==> src/rtl/acc_mem_pkg.sv <==
// Shared definitions for the memory read arbiter: requester tags and their width.
// Latency: n/a (types and constants only).
// Backpressure: n/a.
package acc_mem_pkg;

    typedef enum logic {
        TAG_DATA   = 1'b0,
        TAG_WEIGHT = 1'b1
    } tag_t;

    localparam int TAG_W = $bits(tag_t);

    // Round-robin pick on a conflict: serve whoever did not win last time.
    function automatic tag_t rr_pick(input tag_t last_gnt);
        return (last_gnt == TAG_DATA) ? TAG_WEIGHT : TAG_DATA;
    endfunction

endpackage

==> src/rtl/tag_fifo.sv <==
// Synchronous FIFO of requester tags, one entry per issued-but-unreturned read.
// Latency: a pushed tag reaches the head on the next cycle; count updates one cycle after push/pop.
// Backpressure: push is ignored when full and pop when empty; same-cycle push+pop keeps the count.
module tag_fifo
    import acc_mem_pkg::*;
#(
    parameter int DEPTH = 4
) (
    input  logic                     clk,
    input  logic                     rst,
    input  logic                     push,
    input  tag_t                     push_tag,
    input  logic                     pop,
    output tag_t                     head,
    output logic [$clog2(DEPTH):0]   count,
    output logic                     empty,
    output logic                     full
);

    localparam int PTR_W = $clog2(DEPTH);
    localparam int CNT_W = PTR_W + 1;

    tag_t             slots [DEPTH];
    logic [PTR_W-1:0] wr_ptr;
    logic [PTR_W-1:0] rd_ptr;
    logic             do_push;
    logic             do_pop;

    assign empty   = (count == '0);
    assign full    = (count == CNT_W'(DEPTH));
    assign do_push = push & ~full;
    assign do_pop  = pop & ~empty;
    assign head    = slots[rd_ptr];

    always_ff @(posedge clk) begin
        if (rst) begin
            wr_ptr <= '0;
            rd_ptr <= '0;
            count  <= '0;
        end else begin
            if (do_push) begin
                wr_ptr <= wr_ptr + PTR_W'(1);
            end
            if (do_pop) begin
                rd_ptr <= rd_ptr + PTR_W'(1);
            end
            case ({do_push, do_pop})
                2'b10:   count <= count + CNT_W'(1);
                2'b01:   count <= count - CNT_W'(1);
                default: ;
            endcase
        end
    end

    // Storage needs no reset: an entry is only read after it has been written.
    always_ff @(posedge clk) begin
        if (do_push) begin
            slots[wr_ptr] <= push_tag;
        end
    end

endmodule

==> src/rtl/mem_rd_arbiter.sv <==
// Shares one BRAM read port between the data and weight fetch engines and routes returns by tag.
// Latency: grant is combinational, memory request one cycle after grant, return routing zero cycles.
// Backpressure: requesters hold rden/addr until granted; no grant while MAX_OUTST reads are in flight.
module mem_rd_arbiter
    import acc_mem_pkg::*;
#(
    parameter int ADDR_WIDTH = 32,
    parameter int DATA_WIDTH = 32,
    parameter int MAX_OUTST  = 4,
    parameter bit RR_EN      = 1'b1
) (
    input  logic                         clk,
    input  logic                         rst,
    input  logic [ADDR_WIDTH-1:0]        i_d_addr,
    input  logic                         i_d_rden,
    output logic                         o_d_gnt,
    output logic [DATA_WIDTH-1:0]        o_d_dat,
    output logic                         o_d_val,
    input  logic [ADDR_WIDTH-1:0]        i_w_addr,
    input  logic                         i_w_rden,
    output logic                         o_w_gnt,
    output logic [DATA_WIDTH-1:0]        o_w_dat,
    output logic                         o_w_val,
    output logic [ADDR_WIDTH-1:0]        o_mem_addr,
    output logic                         o_mem_rden,
    input  logic [DATA_WIDTH-1:0]        i_mem_dat,
    input  logic                         i_mem_val,
    output logic [$clog2(MAX_OUTST):0]   o_outst,
    output logic                         o_err
);

    tag_t                  last_gnt;
    tag_t                  fifo_head;
    tag_t                  push_tag;
    logic                  fifo_empty;
    logic                  fifo_full;
    logic                  can_issue;
    logic                  push;
    logic                  pop;
    logic                  ret_ok;
    logic [ADDR_WIDTH-1:0] gnt_addr;

    // A return in the same cycle does not free a slot: the full check uses the current count.
    assign can_issue = ~fifo_full & ~rst;

    always_comb begin
        o_d_gnt = 1'b0;
        o_w_gnt = 1'b0;
        if (can_issue) begin
            if (i_d_rden && i_w_rden) begin
                if (RR_EN && rr_pick(last_gnt) == TAG_WEIGHT) begin
                    o_w_gnt = 1'b1;
                end else begin
                    o_d_gnt = 1'b1;
                end
            end else if (i_d_rden) begin
                o_d_gnt = 1'b1;
            end else if (i_w_rden) begin
                o_w_gnt = 1'b1;
            end
        end
    end

    assign push     = o_d_gnt | o_w_gnt;
    assign push_tag = o_w_gnt ? TAG_WEIGHT : TAG_DATA;
    assign gnt_addr = o_w_gnt ? i_w_addr : i_d_addr;

    // Returns come back in issue order, so the FIFO head always names the owner.
    assign ret_ok  = i_mem_val & ~fifo_empty & ~rst;
    assign pop     = ret_ok;
    assign o_d_dat = i_mem_dat;
    assign o_w_dat = i_mem_dat;
    assign o_d_val = ret_ok & (fifo_head == TAG_DATA);
    assign o_w_val = ret_ok & (fifo_head == TAG_WEIGHT);

    tag_fifo #(
        .DEPTH (MAX_OUTST)
    ) u_tag_fifo (
        .clk      (clk),
        .rst      (rst),
        .push     (push),
        .push_tag (push_tag),
        .pop      (pop),
        .head     (fifo_head),
        .count    (o_outst),
        .empty    (fifo_empty),
        .full     (fifo_full)
    );

    always_ff @(posedge clk) begin
        if (rst) begin
            o_mem_rden <= 1'b0;
            o_mem_addr <= '0;
            last_gnt   <= TAG_WEIGHT;
            o_err      <= 1'b0;
        end else begin
            o_mem_rden <= push;
            if (push) begin
                o_mem_addr <= gnt_addr;
                last_gnt   <= push_tag;
            end
            // A word with no owner is dropped; flag it until the next reset.
            if (i_mem_val && fifo_empty) begin
                o_err <= 1'b1;
            end
        end
    end

endmodule

==> config.mk <==
export PLATFORM = sky130hd
export DESIGN_NAME = mem_rd_arbiter
export DESIGN_NICKNAME = d
export VERILOG_FILES = /design/src/rtl/acc_mem_pkg.sv /design/src/rtl/tag_fifo.sv /design/src/rtl/mem_rd_arbiter.sv
export SDC_FILE = /design/constraint.sdc
export NUM_CORES = 1
export LEC_CHECK = 0
export BUFFER_PORTS_ARGS = -buffer_cell sky130_fd_sc_hd__clkbuf_2
export CAP_MARGIN = 20
export CORE_MARGIN = 3
export CORE_UTILIZATION = 36
export DETAILED_ROUTE_END_ITERATION = 10
export GPL_TIMING_DRIVEN = 0
export PLACE_DENSITY = 0.77
export RECOVER_POWER = 50
export SLEW_MARGIN = 20
export SYNTH_ARGS = -nofsm -noshare
export SYNTH_HDL_FRONTEND = slang
export SYNTH_SLANG_ARGS = --single-unit
==> constraint.sdc <==
create_clock -name clk -period 2.2 [get_ports clk]
set_input_delay 0.11 -clock clk [delete_from_list [all_inputs] [get_ports clk]]
set_output_delay 0.11 -clock clk [all_outputs]
set_load 0.005 [all_outputs]
==> summary.md <==
| Metric | Value |
|---|---|
| Status | `finished, final reports clean` |
| Core box area | `between 0.006 and 0.007 mm2` |
| CTS H-tree lvls | `2` |
| Crit path time final | `between 2 and 2.5 ns` |
| DRC violation count after routing | `0` |
| FP Rows | `30` |
| Post-Layout Cell Count | `about 570` |
| Critical-path top delay cell | `dfxtp_4` |
| Pin count of the biggest net entering global routing | `15` |
| Synth area leader | `dfxtp_1` |
| Most numerous cell in the Yosys netlist | `buf_4` |
| Avg Inst Size Synth | `approximately 9 um2` |
| Gpl congestion | `about 0.77` |
| Yosys warns | `0` |
| Mapped Area | `~0.0026 mm2` |
| Max-Cap Viols | `0` |
| Synth Flop Type | `dfxtp_1` |
| GR Util All Layers | `roughly 17%` |
| Starting Density | `between 30% and 40%` |
| Cell family with most CP delay | `simple AND/OR/NAND/NOR gates` |
| Peak supply drop | `0.000400 V` |
| P_leak | `about 1.8 nW` |
| Final ANT Viol Nets | `0` |
| CTS Buffer Depth | `2` |
| CTS buffer count | `5` |
| Sequential fraction of the synthesis area | `38.0%` |
| CTS tree | `done` |
| Area Growth Syn to Fin | `42.7%` |
| Final nets | `roughly 580` |
| Synth top area share | `33.4%` |
| Number of global-route vias before repair | `~2,700` |
| Cell breakdown of the critical path | `o31ai_1, nor2_1, ha_4, inv_1, fa_1, xor2_1, or3_1, a21oi_1` |
| Fraction of layout cells with a size suffix above 1 | `50.7%` |
| Asr flop ratio synth | `0%` |
| Grt total ovfl | `0` |
| Pre-Repair DR Iteration Count | `4` |
| Via count | `2,755` |
| Initial drt markers | `90` |
| Top cells by area, synth | `dfxtp_1, buf_4, o32ai_1, a22oi_1, nand2_1` |
| I/O Buffers | `~170` |
| Cells after Synth | `around 290` |
| ANT cells | `0` |
| # setup viols final | `0` |
| Post-synth EDFFs | `4` |
| Worst Setup Start Kind | `flip-flop` |
| Clock-pin slew on the worst setup and hold paths | `roughly 0.080 ns` |
| Hold Vio Cnt, Final | `0` |
| Setup tns final | `0 ns` |
| Post-DP HPWL | `a little over 6000 um` |
| Slew HR | `between 60% and 70%` |
| Chip width | `between 90 and 100 um` |
| Avg WL per Cell | `~13 um` |
| Initial antenna violation count | `0` |
| DIE HEIGHT | `roughly 92 um` |
| Netlist cell types | `32` |
| Crit path required time | `about 2.4 ns` |
| Clock sinks | `between 40 and 50` |
| Total power | `between 0.002 and 0.0025 W` |
| Commonest cells in the netlist | `buf_4, dfxtp_1, nand2_1, o32ai_1, a22oi_1` |
| Vias per cell | `4.84` |
| Crit. End Element | `flip-flop` |
| Max FO, Critical Path | `8` |
| Syn Nets | `slightly below 400` |
| Post-Route WL | `approximately 7700 um` |
| Pins Over Slew Limit | `0` |
| CP max stage delay | `about 0.4 ns` |
| PD cells | `~630 mW/mm2` |
| Fmax | `roughly 0.48 GHz` |
| Buf/Inv on CP | `1` |
| Final period util | `95.4%` |
| First-pass GRT wire length | `between 10,000 and 15,000 um` |
| Clk_lat worst skew | `0.29 ns` |
| IO Count | `roughly 200` |
| Type of the most critical hold path | `primary input to flip-flop` |
| Placed Instances | `556` |
| Number of synthesized register bits | `between 40 and 50` |
| Slew @ Worst Pin | `around 0.52 ns` |
| Clock skew | `approximately 0.0033 ns` |
| DIE AREA | `~0.0084 mm2` |
| Root buf cell | `clkbuf_8` |
| CTS Hold Bufs | `0` |
| Critical path type | `flip-flop to flip-flop` |
| Worst EP arrival | `roughly 2.3 ns` |
[per-stage QoR]
step	cell area, um2	hold slack (ns)	setup WS (ns)	util [%]
finish	3760	0.0841	0.101	54.2
detailed placement	3650	0.378	-0.178	52.6
global placement	3650	0.370	-0.121	52.6
floorplan	2660	0.201	0.0251	-
CTS	3770	0.0656	0.0474	54.3
global route	3760	0.108	-0.00622	54.2
[final timing paths]
path	start	to	slack (ns)	cells past startpoint
worst max-delay path	u_tag_fifo.count[1]	u_tag_fifo.count[2]	0.10	8
worst max register to register	u_tag_fifo.count[1]	u_tag_fifo.count[2]	0.10	8
worst min register to register	o_mem_addr[10]	o_mem_addr[10]	0.46	2
worst min-delay path	i_mem_val	o_err	0.08	3
[worst reg2reg max path, delay by kind of cell, from the launching register on]
kind                       cells  cell delay [ns]
buffers and inverters          1             0.05
adders and majority gates      2             0.56
and+or+nand+nor                2             0.57
xor gates and xnor gates       1             0.18
DFF                            1             0.40
AOI/OAI and AO/OA              2             0.27
[layout make-up]
cell class	count	area (um2)
Timing Repair Buffer	179	876
Fill cell	650	3180
Inverter	9	38.8
Multi-Input combinational cell	144	1030
Buffer	85	581
Tap cell	96	120
Clock inverter	1	5.00
Clock buffer	7	97.6
Sequential cell	48	1010
[cells in the final DEF (no fill, tap or decap), types with 5 or more instances in the layout]
cell type / instances
buf_4: 26
o32ai_1: 32
inv_1: 6
nor2_1: 9
and2_1: 5
a22oi_1: 31
dfxtp_1: 41
buf_2: 5
nand2_1: 33
clkbuf_1: 42
clkbuf_4: 44
clkbuf_2: 145
clkbuf_8: 5
[kinds of logic (layout without fill, tap and decap cells)]
group,count (synthesis),in the layout,share of synthesized area (%)
AO/OA/AOI/OAI,77,77,23.0
XOR/XNOR,4,4,1.33
adder cells (fa/ha/maj),6,6,3.13
buffers and inverters,95,281,23.8
flip-flops,48,48,38.0
multiplexers,1,1,0.854
AND/OR/NAND/NOR,56,56,9.87
[what timing repair did]
item,in CTS,in global routing
resized for setup,1,2
endpoints found under the setup margin,1,2
setup buffers,4,2
pin swaps,2,0
[power by group]
group          leakage (nW)  total [W]  switching, W  internal, W
clock                0.0534   0.000574      0.000283     0.000292
sequential            0.406    0.00109     0.0000786      0.00101
combinational          1.37   0.000701      0.000327     0.000374
total                  1.83    0.00236      0.000688      0.00167
[state kept, by name, indices dropped and copies added (netlist names), named ones only]
register	flops
last_gnt	1
o_err	1
o_mem_addr	32
o_mem_rden	1
u_tag_fifo.count	3
u_tag_fifo.rd_ptr	2
u_tag_fifo.slots	4
u_tag_fifo.wr_ptr	2
[layer usage]
layer  wire [um]  share of wire, %  vias to the layer above  GRT usage, %
met2        3980                52                      126          31.5
met3         693               9.0                       11          4.64
met1        2910                38                     1279          19.2
met4          99               1.3                        0          4.27
met5           0                 0                        -             0
li1            -                 -                     1339             -
(Power assumes the default switching activity.)
